### src/rtl/uart_rx_pkg.sv
// Shared definitions for the UART receive path: FSM state encoding, parity
// selectors and the supported oversampling ratios.
package uart_rx_pkg;

    typedef enum logic [2:0] {
        IDLE   = 3'd0,
        START  = 3'd1,
        DATA   = 3'd2,
        PARITY = 3'd3,
        STOP   = 3'd4
    } rx_state_e;

    localparam logic PAR_EVEN = 1'b0;
    localparam logic PAR_ODD  = 1'b1;

    localparam int PRESCALE_8  = 8;
    localparam int PRESCALE_16 = 16;
    localparam int PRESCALE_32 = 32;

    function automatic logic prescale_legal(input int value);
        return (value == PRESCALE_8) || (value == PRESCALE_16) || (value == PRESCALE_32);
    endfunction

endpackage

### src/rtl/uart_rx_sampler.sv
// Per-bit oversampling counter and bit sampler for uart_rx_ctrl.
// UART_RX_MAJORITY_EN selects a 2-of-3 vote around mid-bit instead of a single sample.
module uart_rx_sampler #(
    parameter int PRESCALE_W = 6
) (
    input  logic                  clk_i,
    input  logic                  rst_ni,
    input  logic                  active_i,
    input  logic [PRESCALE_W-1:0] prescale_i,
    input  logic                  rx_i,
    output logic                  sampled_bit_o,
    output logic                  bit_done_o
);

    localparam logic [PRESCALE_W-1:0] ONE = PRESCALE_W'(1);

    logic [PRESCALE_W-1:0] edge_cnt_q;
    logic [PRESCALE_W-1:0] edge_cnt_d;
    logic [PRESCALE_W-1:0] last_edge_s;
    logic [PRESCALE_W-1:0] mid_edge_s;

    assign last_edge_s = prescale_i - ONE;
    assign mid_edge_s  = prescale_i >> 1;
    assign bit_done_o  = active_i && (edge_cnt_q == last_edge_s);

    // Edge counter wraps at the end of every bit and parks at zero when idle
    always_comb begin
        edge_cnt_d = edge_cnt_q;
        if (!active_i) begin
            edge_cnt_d = '0;
        end else if (bit_done_o) begin
            edge_cnt_d = '0;
        end else begin
            edge_cnt_d = edge_cnt_q + ONE;
        end
    end

    // Edge counter register
    always_ff @(posedge clk_i) begin
        if (!rst_ni) begin
            edge_cnt_q <= '0;
        end else begin
            edge_cnt_q <= edge_cnt_d;
        end
    end

`ifdef UART_RX_MAJORITY_EN
    logic [2:0] smp_q;
    logic [2:0] smp_d;

    // Capture three samples straddling mid-bit; the vote is ready well before bit end
    always_comb begin
        smp_d = smp_q;
        if (active_i && (edge_cnt_q == (mid_edge_s - ONE))) begin
            smp_d[0] = rx_i;
        end else if (active_i && (edge_cnt_q == mid_edge_s)) begin
            smp_d[1] = rx_i;
        end else if (active_i && (edge_cnt_q == (mid_edge_s + ONE))) begin
            smp_d[2] = rx_i;
        end else begin
            smp_d = smp_q;
        end
    end

    // Sample registers
    always_ff @(posedge clk_i) begin
        if (!rst_ni) begin
            smp_q <= 3'b111;
        end else begin
            smp_q <= smp_d;
        end
    end

    assign sampled_bit_o = (smp_q[0] & smp_q[1]) | (smp_q[0] & smp_q[2]) | (smp_q[1] & smp_q[2]);
`else
    logic smp_q;
    logic smp_d;

    // Single mid-bit sample
    always_comb begin
        smp_d = smp_q;
        if (active_i && (edge_cnt_q == mid_edge_s)) begin
            smp_d = rx_i;
        end else begin
            smp_d = smp_q;
        end
    end

    // Sample register
    always_ff @(posedge clk_i) begin
        if (!rst_ni) begin
            smp_q <= 1'b1;
        end else begin
            smp_q <= smp_d;
        end
    end

    assign sampled_bit_o = smp_q;
`endif

endmodule

### src/rtl/uart_rx_ctrl.sv
// UART receiver controller: start validation, LSB-first deserialization,
// optional parity and stop checking. Sampling mode set by UART_RX_MAJORITY_EN.
module uart_rx_ctrl
    import uart_rx_pkg::*;
#(
    parameter int DATA_WIDTH = 8,
    parameter int PRESCALE_W = 6
) (
    input  logic                  CLK,
    input  logic                  RST,
    input  logic                  RX_IN,
    input  logic                  PAR_EN,
    input  logic                  PAR_TYP,
    input  logic [PRESCALE_W-1:0] Prescale,
    output logic [DATA_WIDTH-1:0] P_DATA,
    output logic                  DATA_VALID,
    output logic                  PAR_ERR,
    output logic                  STP_ERR
);

    localparam int BCW = (DATA_WIDTH > 1) ? $clog2(DATA_WIDTH) : 1;
    localparam logic [BCW-1:0] LAST_BIT = BCW'(DATA_WIDTH - 1);
    localparam logic [PRESCALE_W-1:0] PRESCALE_DEFAULT = PRESCALE_W'(PRESCALE_8);

    rx_state_e             state_q, state_d;
    logic [BCW-1:0]        bit_cnt_q, bit_cnt_d;
    logic [DATA_WIDTH-1:0] shift_q, shift_d;
    logic                  par_mis_q, par_mis_d;
    logic [PRESCALE_W-1:0] prescale_q, prescale_d;
    logic                  par_en_q, par_en_d;
    logic                  par_typ_q, par_typ_d;
    logic [DATA_WIDTH-1:0] p_data_q, p_data_d;
    logic                  data_valid_q, data_valid_d;
    logic                  par_err_q, par_err_d;
    logic                  stp_err_q, stp_err_d;

    logic active_s;
    logic sampled_bit_s;
    logic bit_done_s;

    function automatic logic expected_parity(input logic [DATA_WIDTH-1:0] data, input logic typ);
        logic result;
        case (typ)
            PAR_EVEN: result = ^data;
            PAR_ODD:  result = ~^data;
            default:  result = ^data;
        endcase
        return result;
    endfunction

    // The detection cycle already counts as edge 0 of the start bit
    assign active_s = (state_q != IDLE) || !RX_IN;

    uart_rx_sampler #(
        .PRESCALE_W (PRESCALE_W)
    ) u_sampler (
        .clk_i         (CLK),
        .rst_ni        (RST),
        .active_i      (active_s),
        .prescale_i    (prescale_q),
        .rx_i          (RX_IN),
        .sampled_bit_o (sampled_bit_s),
        .bit_done_o    (bit_done_s)
    );

    // Next-state, datapath and output pulse logic
    always_comb begin
        state_d      = state_q;
        bit_cnt_d    = bit_cnt_q;
        shift_d      = shift_q;
        par_mis_d    = par_mis_q;
        prescale_d   = prescale_q;
        par_en_d     = par_en_q;
        par_typ_d    = par_typ_q;
        p_data_d     = p_data_q;
        data_valid_d = 1'b0;
        par_err_d    = 1'b0;
        stp_err_d    = 1'b0;

        case (state_q)
            IDLE: begin
                if (!RX_IN) begin
                    state_d    = START;
                    bit_cnt_d  = '0;
                    par_mis_d  = 1'b0;
                    prescale_d = prescale_legal(int'(Prescale)) ? Prescale : PRESCALE_DEFAULT;
                    par_en_d   = PAR_EN;
                    par_typ_d  = PAR_TYP;
                end else begin
                    state_d = IDLE;
                end
            end
            START: begin
                if (bit_done_s) begin
                    state_d = sampled_bit_s ? IDLE : DATA;
                end else begin
                    state_d = START;
                end
            end
            DATA: begin
                if (bit_done_s) begin
                    shift_d = {sampled_bit_s, shift_q[DATA_WIDTH-1:1]};
                    if (bit_cnt_q == LAST_BIT) begin
                        state_d = par_en_q ? PARITY : STOP;
                    end else begin
                        bit_cnt_d = bit_cnt_q + BCW'(1);
                    end
                end else begin
                    state_d = DATA;
                end
            end
            PARITY: begin
                if (bit_done_s) begin
                    par_mis_d = (sampled_bit_s != expected_parity(shift_q, par_typ_q));
                    state_d   = STOP;
                end else begin
                    state_d = PARITY;
                end
            end
            STOP: begin
                if (bit_done_s) begin
                    state_d = IDLE;
                    if (!sampled_bit_s) begin
                        stp_err_d = 1'b1;
                    end else if (par_mis_q) begin
                        par_err_d = 1'b1;
                    end else begin
                        p_data_d     = shift_q;
                        data_valid_d = 1'b1;
                    end
                end else begin
                    state_d = STOP;
                end
            end
            default: begin
                state_d = IDLE;
            end
        endcase
    end

    // State, datapath and registered outputs
    always_ff @(posedge CLK) begin
        if (!RST) begin
            state_q      <= IDLE;
            bit_cnt_q    <= '0;
            shift_q      <= '0;
            par_mis_q    <= 1'b0;
            prescale_q   <= PRESCALE_DEFAULT;
            par_en_q     <= 1'b0;
            par_typ_q    <= 1'b0;
            p_data_q     <= '0;
            data_valid_q <= 1'b0;
            par_err_q    <= 1'b0;
            stp_err_q    <= 1'b0;
        end else begin
            state_q      <= state_d;
            bit_cnt_q    <= bit_cnt_d;
            shift_q      <= shift_d;
            par_mis_q    <= par_mis_d;
            prescale_q   <= prescale_d;
            par_en_q     <= par_en_d;
            par_typ_q    <= par_typ_d;
            p_data_q     <= p_data_d;
            data_valid_q <= data_valid_d;
            par_err_q    <= par_err_d;
            stp_err_q    <= stp_err_d;
        end
    end

    assign P_DATA     = p_data_q;
    assign DATA_VALID = data_valid_q;
    assign PAR_ERR    = par_err_q;
    assign STP_ERR    = stp_err_q;

endmodule

### config.mk
export PLATFORM = sky130hd
export DESIGN_NAME = uart_rx_ctrl
export DESIGN_NICKNAME = d
export VERILOG_FILES = /design/src/rtl/uart_rx_pkg.sv /design/src/rtl/uart_rx_sampler.sv /design/src/rtl/uart_rx_ctrl.sv
export SDC_FILE = /design/constraint.sdc
export NUM_CORES = 1
export LEC_CHECK = 0
export CAP_MARGIN = 40
export CORE_ASPECT_RATIO = 0.9
export CORE_MARGIN = 5
export CORE_UTILIZATION = 30
export DETAILED_ROUTE_END_ITERATION = 8
export PLACE_DENSITY_LB_ADDON = 0.08
export SLEW_MARGIN = 20
export SYNTH_ARGS = -nofsm -noshare
export SYNTH_HDL_FRONTEND = slang
export SYNTH_SLANG_ARGS = --single-unit
### constraint.sdc
create_clock -name CLK -period 5.37 [get_ports CLK]
set_input_delay 0.8055 -clock CLK [delete_from_list [all_inputs] [get_ports CLK]]
set_output_delay 0.8055 -clock CLK [all_outputs]
set_load 0.005 [all_outputs]
==> results of run 1 <==
-- through the flow --
stage / setup slack [ns] / std cells / utilization
after detailed placement: 2.132 / 307 / 0.3508
final: 2.488 / 315 / 0.3641
after global routing: 2.272 / 315 / 0.3641
after global placement: 2.178 / 306 / 0.3485
after CTS: 2.457 / 315 / 0.3641
after floorplan: 3.180 / 204 / -
-- synth_stat cells, types with 2 or more instances --
| master | number | area (µm²) |
|---|---|---|
| nand4_1 | 3 | 18.77 |
| nand2_1 | 7 | 26.28 |
| a22o_1 | 2 | 17.52 |
| nor2b_1 | 20 | 125.1 |
| inv_1 | 8 | 30.03 |
| dfxtp_1 | 41 | 820.8 |
| a31oi_1 | 3 | 18.77 |
| ha_1 | 4 | 50.05 |
| a21oi_1 | 3 | 15.01 |
| nand2b_1 | 2 | 12.51 |
| o21bai_1 | 2 | 15.01 |
| xnor2_1 | 17 | 148.9 |
| a21o_1 | 2 | 15.01 |
| clkbuf_1 | 3 | 11.26 |
| nor3_1 | 5 | 25.02 |
| a32oi_1 | 2 | 17.52 |
| xor2_1 | 9 | 78.83 |
| nor2_1 | 15 | 56.30 |
| nand3_2 | 3 | 30.03 |
| buf_2 | 2 | 10.01 |
| mux2i_1 | 19 | 190.2 |
| and3_1 | 4 | 25.02 |
| buf_4 | 2 | 15.01 |
| nand3_1 | 5 | 25.02 |
-- registers in the layout (all words and copies together) (netlist names) --
name,flops
DATA_VALID,1
PAR_ERR,1
P_DATA,8
STP_ERR,1
bit_cnt_q,3
par_en_q,1
par_mis_q,1
par_typ_q,1
prescale_q,6
shift_q,8
state_q,3
u_sampler.edge_cnt_q,6
u_sampler.sampled_bit_o,1
-- worst register-to-register path, cell delays in order (launching register included) --
cell      delay (ns)
dfxtp_1         0.44
inv_1           0.07
ha_1            0.25
xnor2_1         0.14
a21o_1          0.18
o21ai_1         0.40
nand4b_1        0.64
nor3b_4         0.41
mux2_1          0.16
-- cell usage in the layout, fill, tap and decap left out, types with 2 or more instances in the layout --
master,count
nand2b_1,2
nor3_1,5
o21bai_1,2
nand3_1,5
a21o_1,2
a32oi_1,2
nand4_1,3
clkinv_2,2
xnor2_1,17
nand3_2,3
nor2_1,15
clkdlybuf4s50_1,21
dfxtp_1,41
nand2_1,7
inv_1,8
nor2b_1,20
xor2_1,9
a31oi_1,3
clkbuf_8,5
a22o_1,2
ha_1,4
mux2i_1,19
and3_1,4
a21oi_1,3
-- per-layer routing --
| layer | wire length (µm) | share of wire | up-vias |
|---|---|---|---|
| met5 | 0 | 0 | - |
| met4 | 53 | 0.013 | 0 |
| met3 | 130 | 0.033 | 6 |
| met2 | 1706 | 0.43 | 15 |
| met1 | 2049 | 0.52 | 655 |
| li1 | - | - | 739 |
-- cells by family (layout without fill, tap and decap cells) --
| kind of cell | count (synthesis) | count (layout) | share of synthesized area |
|---|---|---|---|
| multiplexers | 20 | 20 | 0.1011 |
| AO/OA/AOI/OAI | 23 | 23 | 0.08851 |
| XOR/XNOR | 26 | 26 | 0.1143 |
| adder cells (fa/ha/maj) | 4 | 4 | 0.02511 |
| AND/OR/NAND/NOR | 73 | 73 | 0.2216 |
| flip-flops | 41 | 41 | 0.4118 |
| buffers and inverters | 17 | 38 | 0.03766 |
-- worst max path at each step --
stage,from,endpoint,slack [ns],cells past startpoint
final,RX_IN,bit_cnt_q[0]$_SDFFE_PN0P_,2.49,7
after CTS,RX_IN,bit_cnt_q[0]$_SDFFE_PN0P_,2.46,7
after floorplan,RX_IN,bit_cnt_q[0]$_SDFFE_PN0P_,3.18,7
after detailed placement,RX_IN,bit_cnt_q[0]$_SDFFE_PN0P_,2.13,7
after global routing,RX_IN,state_q[1]$_SDFFE_PN0P_,2.27,7
after global placement,RX_IN,bit_cnt_q[0]$_SDFFE_PN0P_,2.18,7
-- power by group --
group	internal (mW)	switching (mW)	total, mW
Sequential	0.308	0.00604	0.314
Combinational	0.0223	0.0203	0.0426
Clock	0.0898	0.110	0.200
-- layout make-up --
class                      instances  area (µm²)  share of cell area
tap                               90       112.6             0.04747
multi-input combinational        146        1097              0.4626
inverter                           8       30.03             0.01266
clock inverter                     3       17.52            0.007384
clock buffer                       5       68.82             0.02901
timing repair buffer              22       225.2             0.09494
sequential                        41       820.8              0.3460
==> reports/metrics.yaml, run 1 <==
diodes: 0
hp-class: "flip-flop to flip-flop"
reg2regPathDepth: 8
yosysUniqueCellTypes: 45
die_x_um: 95.92
min_path_cells: 2
hpwl_um: 2866
grt_pass1_wl_um: 6851
core_um2: 6516
cts_buffer_depth: 2
finalSetupTns_ns: 0
worstSetupPathType: "input pin to flip-flop"
r2r_start: "prescale_q[0]$_SDFFE_PN0P_"
cts_resized: 0
use_met1: 0.1432
grt_usage: 0.1063
worstMarginPinSlew_ns: 0.6682
rsz0062_at_grt: "false"
cp.required_ns: 5.61
h-tree-depth: 2
finalCriticalPeriod_ns: 2.882
wl_per_cell_um: 12.51
ys_warn_count: 0
critPathMaxFanout: 9
start_util: 0.3059
start_kind: "input pin"
fin_nets: 239
slowest_stage: "nand4b_1"
clkSinkCount: 41
post_cts_buffers: 0
io_pins: 22
gp_congestion: 0.8399
final_area_um2: 2372
hold_viol_final: 0
clk_pin_slew_ns: 0.08
synth_area_per_cell_um2: 9.770
hp-start: "par_mis_q$_SDFFE_PN0P_"
fillers: 700
drv_slew: 0
drv_cap: 0
cp-end-kind: "flip-flop"
critical_path_arrival_ns: 3.12
num_rows: 28
grt_most_used_layer: "met2"
vdd_drop_max_mv: 0.1002
synthCells: 204
cp_num_buf_inv: 1
cts-root-buf: "clkbuf_8"
synth.cell_area_um2: 1993
grt_antenna_before_repair: 0
synth_fp_nets: 219
r2r_slack_ns: 2.63
synth_edf_count: 0
die_h_um: 87.33
cts_buffers: 5
final_layout_size_suffix_gt1_frac: 0.08000
power_mw: 0.5559
dpl-instance-area_um2: 2286
p_leak_nw: 0.9735
syn_to_final_growth_pct: 19.02
skew_ns: 0.008443
ant_nets: 0
fmax_ghz: 0.3470
remaining_drc_errors: 0
use_met3: 0.03025
wirelength_um: 3940
grtUsageMet2: 0.1629
hold_end: "PAR_ERR$_SDFF_PN0_"
maxSlewHeadroom: 0.5522
critPathMaxStageDelay_ns: 0.61
setup_viol: 0
status: "finished, final reports clean"
routed-via-count: 1415
viasPerCell: 4.492
drtIter0Drc: 13
post-route-period-util: 0.5366
dr.pass1.iters: 4
clk_latency_ns: 0.30
timing.rr.end: "bit_cnt_q[0]$_SDFFE_PN0P_"
synthFlopType: "dfxtp_1"
grt-ovfl-total: 0
port_buffers: 21
crit_family: "simple AND/OR/NAND/NOR gates"
path_cells: "clkdlybuf4s50_1 > or4b_4 > nand3_2 > a211oi_4 > nand4b_1 > nor3b_4 > mux2_1"
dieArea_um2: 8376
ys_ff_latch: 41
grt_max_degree: 25
timing.hold.ws_ns: 0.4755
cts_tree: "built"
grt_pass1_vias: 1438
ctsHoldBuffers: 0
async_flop_share: 0
seq_area_frac_synth: 0.4118
power_density_nw_per_um2: 234.3
Power figures use the tool's default switching activity.
==> inputs of run 2 (changes only) <==
==> constraint.sdc (replaced) <==
create_clock -name CLK -period 2.8 [get_ports CLK]
set_input_delay 0.42 -clock CLK [delete_from_list [all_inputs] [get_ports CLK]]
set_output_delay 0.42 -clock CLK [all_outputs]
set_load 0.005 [all_outputs]
==> reports/metrics.yaml, run 2 (synthesis results as in run 1) <==
wirelength_um: 3950
ant_nets: 0
hold_viol_final: 0
clkSinkCount: 41
drv_slew: 0
grt_pass1_wl_um: 6803
pwr-share-seq: 0.567
pwr-share-comb: 0.076
viasPerCell: 4.495
clock_power_share: 0.357
cp_num_buf_inv: 2
hpwl_um: 2838
h-tree-depth: 2
grt-ovfl-total: 0
path_cells: "inv_1 > ha_1 > xor2_1 > nand3_2 > a211oi_4 > nand4b_1 > buf_4 > mux2i_1 > nor2b_1"
dieArea_um2: 8376
cts-root-buf: "clkbuf_8"
cts_resized: 0
multi_input_area_um2: 1097
grt_max_degree: 25
final_cell_count_no_fill: 317
fillers: 715
cp.required_ns: 3.00
cts_buffer_depth: 2
syn_to_final_growth_pct: 19.21
routed-via-count: 1425
gp_congestion: 0.8442
final_common_cell: "dfxtp_1"
die_x_um: 95.92
final_area_um2: 2376
finalCriticalPeriod_ns: 2.353
drv_cap: 0
ctsHoldBuffers: 0
vdd_drop_max_mv: 0.1738
setup_viol: 0
maxSlewHeadroom: 0.6734
clk_pin_slew_ns: 0.08
final_layout_size_suffix_gt1_frac: 0.08370
wl_per_cell_um: 12.46
power_density_nw_per_um2: 446.6
hp-class: "flip-flop to flip-flop"
clk_latency_ns: 0.30
place_ws_ns: 0.3314
cts_buffers: 5
ff_latch_area_um2: 820.8
port_buffers: 21
grt_usage: 0.1055
fmax_ghz: 0.4249
cts_tree: "built"
rsz0062_at_grt: "false"
critPathMaxFanout: 7
dpl-instance-area_um2: 2293
routed-wl-met3_um: 162
dpl.cell_count: 309
top_layer: "met4"
post_cts_buffers: 0
worstMarginPinSlew_ns: 0.4848
critical_path_arrival_ns: 2.55
start_util: 0.3059
most-common-layout-cells: "41 x dfxtp_1, 21 x clkdlybuf4s50_1, 20 x nor2b_1"
critPathMaxStageDelay_ns: 0.44
power.net_switching_mw: 0.2561
worstSetupPathType: "flip-flop to flip-flop"
drtIter0Drc: 29
io_pins: 22
slowest_stage: "dfxtp_1"
sw_frac_of_total: 0.2414
wl_met1_um: 2033
diodes: 0
dr.pass1.iters: 4
die_h_um: 87.33
fin_nets: 241
timing.hold.ws_ns: 0.4712
power_mw: 1.061
post-route-period-util: 0.8405
grt_pass1_vias: 1398
num_rows: 28
intPower_mw: 0.8050
p_leak_nw: 0.9815
dr_wl_met2_um: 1689
crit_family: "simple AND/OR/NAND/NOR gates"
status: "finished, final reports clean"
fin_ws_ns: 0.4466
remaining_drc_errors: 0
finalSetupTns_ns: 0
fin_util: 0.3646
start_kind: "flip-flop"
cp-end-kind: "flip-flop"
skew_ns: 0.01206
grt_antenna_before_repair: 0
core_um2: 6516
==> run 2: cell types whose count changed in the layout (fill, tap and decap cells not counted), sizes merged <==
cell,before,now
clkinvlp,1,0
clkbuf,5,6
buf,1,3
==> run 2: worst reg2reg max path: cells and delay by family, from the launching register on <==
family,cells,cell delay (ns)
DFF,1,0.44
and+or+nand+nor,3,0.47
xor gates and xnor gates,1,0.20
muxes,1,0.15
AOI/OAI and AO/OA,1,0.35
buffers and inverters,2,0.34
adders and majority gates,1,0.30
==> run 2: power by group through the flow <==
stage,logic [mW],clock network [mW],registers (mW)
after detailed placement,0.0815,0,0.615
after global placement,0.0826,0,0.616
after floorplan,0.0584,0,0.610
after global routing,0.0893,0.422,0.603
final,0.0801,0.379,0.602
after CTS,0.0819,0.396,0.602
==> run 2: path summary, 6_finish.rpt <==
| check | cells after the start | slack (ns) | endpoint | from |
|---|---|---|---|---|
| min | 2 | 0.47 | PAR_ERR$_SDFF_PN0_ | par_mis_q$_SDFFE_PN0P_ |
| max reg2reg | 9 | 0.45 | shift_q[4]$_SDFFE_PN0P_ | prescale_q[1]$_SDFFE_PN0P_ |
| min reg2reg | 2 | 0.47 | PAR_ERR$_SDFF_PN0_ | par_mis_q$_SDFFE_PN0P_ |
| max | 9 | 0.45 | shift_q[4]$_SDFFE_PN0P_ | prescale_q[1]$_SDFFE_PN0P_ |
==> run 2: layout make-up <==
cell class,count,area share
multi-input combinational,146,0.4618
timing repair buffer,24,0.09795
sequential,41,0.3454
inverter,8,0.01264
tap,90,0.04739
clock buffer,6,0.03054
clock inverter,2,0.004213
==> run 2: per-layer routing <==
layer,global-route usage,up-vias
met4,0.04264,0
met5,0,-
li1,-,740
met1,0.1529,651
met2,0.1427,26
met3,0.03284,8
